===== config.mk =====
export PLATFORM = sky130hd
export DESIGN_NAME = gray_bar_ref_gen
export DESIGN_NICKNAME = d
export VERILOG_FILES = /design/src/rtl/gray_chk_pkg.sv /design/src/rtl/gray_bar_ref_gen.sv
export SDC_FILE = /design/constraint.sdc
export NUM_CORES = 1
export LEC_CHECK = 0
export CORE_AREA = 2 2 53 55
export CTS_BUF_LIST = sky130_fd_sc_hd__clkbuf_8
export DETAILED_ROUTE_END_ITERATION = 16
export DIE_AREA = 0 0 55 57
export GPL_TIMING_DRIVEN = 0
export PLACE_DENSITY = 0.63
export SKIP_LAST_GASP = 1
export SLEW_MARGIN = 5
export SYNTH_ARGS = -nofsm -noshare
export SYNTH_HDL_FRONTEND = slang
export SYNTH_SLANG_ARGS = --single-unit

===== constraint.sdc =====
create_clock -name clk -period 3.6 [get_ports clk]
set_clock_uncertainty 0.2 [all_clocks]
set_input_delay 1.08 -clock clk [delete_from_list [all_inputs] [get_ports clk]]
set_output_delay 1.08 -clock clk [all_outputs]
set_load 0.05 [all_outputs]

===== src/rtl/gray_chk_pkg.sv =====
// Shared types and constants for the grayscale colour-bar stream checker.
// Optional pixel comparison is enabled by defining GRAY_PIXEL_CHECK_EN.
package gray_chk_pkg;

    typedef enum logic [1:0] {
        ST_SYNC  = 2'd0,
        ST_IDLE  = 2'd1,
        ST_FRAME = 2'd2,
        ST_LINE  = 2'd3
    } chk_state_t;

    localparam int PIX_W_DEF = 10;
    localparam int CNT_W_DEF = 16;

    // All-ones value of a counter of the given width (the saturation ceiling).
    function automatic logic [63:0] sat_max(input int unsigned width);
        return (64'd1 << width) - 64'd1;
    endfunction

endpackage


===== src/rtl/gray_bar_ref_gen.sv =====
// Expected-pixel generator for the grayscale bar pattern. Tracks the position
// inside the current bar and the running bar value, so no divider is needed.
// Only instantiated when GRAY_PIXEL_CHECK_EN is defined.
module gray_bar_ref_gen
    import gray_chk_pkg::*;
#(
    parameter int PIX_W     = PIX_W_DEF,
    parameter int BAR_WIDTH = 80,
    parameter int BAR_STEP  = 128
) (
    input  logic             clk,
    input  logic             reset_n,
    input  logic             i_line_start,
    input  logic             i_pix_adv,
    output logic [PIX_W-1:0] o_exp
);

    localparam int               POS_W    = $clog2(BAR_WIDTH + 1);
    localparam logic [POS_W-1:0] POS_LAST = POS_W'(BAR_WIDTH - 1);
    localparam logic [PIX_W-1:0] STEP     = PIX_W'(BAR_STEP);

    logic [POS_W-1:0] r_pos;
    logic [PIX_W-1:0] r_val;
    logic [POS_W-1:0] w_pos_cur;
    logic [PIX_W-1:0] w_val_cur;

    // A line-start pixel is always the first pixel of bar 0.
    assign w_pos_cur = i_line_start ? '0 : r_pos;
    assign w_val_cur = i_line_start ? '0 : r_val;
    assign o_exp     = w_val_cur;

    // Step through the bar; roll to the next bar value after BAR_WIDTH pixels.
    always_ff @(posedge clk) begin
        if (!reset_n) begin
            r_pos <= '0;
            r_val <= '0;
        end else if (i_pix_adv) begin
            if (w_pos_cur == POS_LAST) begin
                r_pos <= '0;
                r_val <= w_val_cur + STEP;
            end else begin
                r_pos <= w_pos_cur + POS_W'(1);
                r_val <= w_val_cur;
            end
        end
    end

endmodule


==> impl_metrics.json <==
{
  "endpoint_kind": "output port",
  "setup_viol": 0,
  "post-cts-setup-buffers": 0,
  "powerDensity_nw_per_um2": 348.8,
  "globalplace.congestion": 0.7557,
  "yosys-top-cells-area": "dfxtp_1 40%, nor2b_1 9.6%, and3_1 5.2%",
  "layout.nets": 118,
  "drtPass1Iterations": 4,
  "async_reset_ff_share_pct": 0,
  "total_power_mw": 0.3591,
  "slowest_stage": "dlygate4sd2_1",
  "yosys_register_bits": 17,
  "path_max_fanout": 10,
  "antenna_left": 0,
  "fin_crit_sh_pct": 95.55,
  "cp-start-kind": "input port",
  "rows": 19,
  "ys_seq_area_share_pct": 40.30,
  "syn-num-nets": 100,
  "worst_pin_slew_ns": 0.4243,
  "drive_gt1_share_pct": 18.92,
  "cp.arrival_ns": 2.16,
  "synth.top_cell.area_share_pct": 40.30,
  "cts-root-buf": "clkbuf_8",
  "grt_pass1_vias": 693,
  "cts_buffers": 3,
  "finalMaxSlewViolations": 0,
  "vdd_drop_max_v": 0.0001629,
  "synth.distinct_cells": 30,
  "io_pins": 14,
  "grt_usage_pct": 12.91,
  "wl_per_cell_um": 12.27,
  "crit_chain": "dlygate4sd2_1, buf_4, clkbuf_4, nor2b_1, buf_2",
  "coreArea_um2": 2615,
  "critPathMaxStageDelay_ns": 0.30,
  "n_antenna_cell": 0,
  "dpl_worst_slack_ns": -0.8408,
  "synthTopCellsByCount": "17 x dfxtp_1, 13 x nor2b_1, 8 x nand2_1",
  "die_area_um2": 3135,
  "yosysMostFrequentCell": "dfxtp_1",
  "vias": 731,
  "dr.first_iter.drc_count": 4,
  "antenna_found_initial": 0,
  "ys.flop_type": "dfxtp_1",
  "hp-class": "reg2reg",
  "dpl_cell_area_um2": 1013,
  "cts_max_level": 1,
  "worst_slack_ns": 0.1604,
  "dp_cells": 138,
  "drc": 0,
  "status": "complete, no violations",
  "wl_um": 1742,
  "critical_path_class": "in2out",
  "clock_sinks": 17,
  "rsz0062_at_grt": "false",
  "vias_per_cell": 5.148,
  "period_needed_ns": 3.440,
  "holdBufCountCts": 0,
  "finalInstanceArea_um2": 1030,
  "p_leak_nw": 0.4372,
  "cts_buffer_depth": 2,
  "critPathBufInv": 4,
  "dp_hpwl_um": 1222,
  "port_buffers": 13,
  "layoutNonFillerInstCount": 142,
  "crit_required_ns": 2.32,
  "grt_remaining_overflow": 0,
  "worst_skew_pair.late_latency_ns": 0.26,
  "clk_pin_slew_ns": 0.07,
  "syn_inst": 94,
  "syn2layout_area_growth_pct": 21.93,
  "yosys.area.top_type": "dfxtp_1",
  "fp.dieW_um": 55,
  "grt_pass1_wl_um": 3008,
  "yosys_warnings": 0,
  "start_util_pct": 32.30,
  "tritoncts": "built",
  "avgSynthCellArea_um2": 8.985,
  "die_h_um": 57,
  "maxCapViolations": 0,
  "relSlewSlack_pct": 71.72,
  "synth-edff-count": 0,
  "grt_max_degree": 11,
  "fmax_mhz": 290.7,
  "synth_area_um2": 844.6,
  "hold_viol": 0,
  "crit_family": "buffers and inverters",
  "ctsResizeCount": 59,
  "final.setup.tns_ns": 0
}
## final timing paths
path	slack, ns	to	cells past startpoint	start
min	0.26	r_val[7]$_SDFFE_PN0P_	2	r_val[7]$_SDFFE_PN0P_
max reg2reg	1.67	r_pos[5]$_SDFFE_PN0P_	8	r_pos[0]$_SDFFE_PN0P_
min reg2reg	0.26	r_val[7]$_SDFFE_PN0P_	2	r_val[7]$_SDFFE_PN0P_
max	0.16	o_exp[2]	5	i_line_start
## flip-flops by register name, indices dropped and copies added, names as in the netlist
register	flops
r_val	10
r_pos	7
## through the flow
step / utilization, % / hold WS, ns
after floorplan: - / 0.2276
after global placement: 38.76 / 0.2379
after detailed placement: 38.76 / 0.2482
after CTS: 39.38 / 0.2578
after global routing: 39.38 / 0.2743
final: 39.38 / 0.2569
## area by class of cell
type                            count  area [um^2]
Buffer                              5        33.78
Clock buffer                        3        41.29
Clock inverter                      1        5.005
Fill cell                         271         1585
Inverter                            4        15.01
Multi-Input combinational cell     68        464.2
Sequential cell                    17        340.3
Tap cell                           31        38.79
Timing Repair Buffer               13        91.34
## worst reg2reg max path, stage by stage, from the launching register on
cell	delay (ns)
dfxtp_1	0.33
inv_1	0.05
nor2_1	0.13
ha_1	0.21
and4b_1	0.22
buf_6	0.12
a21bo_1	0.21
nor3_1	0.08
o31a_1	0.27
## power breakdown
part | switching, mW | internal, mW
clock network | 0.0690 | 0.0770
registers | 0.000549 | 0.189
logic | 0.0145 | 0.00885
total | 0.0841 | 0.275
## metal layers
metal | share of wire, % | GRT usage, % | routed length (um)
met5 | 0 | 0 | 0
met4 | 2.5 | 7.317 | 44
met3 | 2.5 | 0.7853 | 44
met2 | 49 | 20.41 | 862
met1 | 45 | 17.05 | 790
## kinds of logic after synthesis
family,synth area share (%)
fa+ha+maj,2.962
buf+inv,5.036
mux,1.333
xor+xnor,1.037
compound gates,12.00
simple gates,37.33
flops,40.30
## cell usage in the layout (no fill, tap or decap), types with 3 or more instances in the layout
cell type	Yosys	layout
and2_1	3	3
and3_1	7	7
and4b_1	3	3
buf_2	1	8
buf_6	1	3
clkbuf_8	0	3
dfxtp_1	17	17
inv_1	4	4
nand2_1	8	8
nand3_1	4	4
nand4_1	3	3
nor2b_1	13	12
o21ai_0	4	4
(Power assumes the default switching activity.)
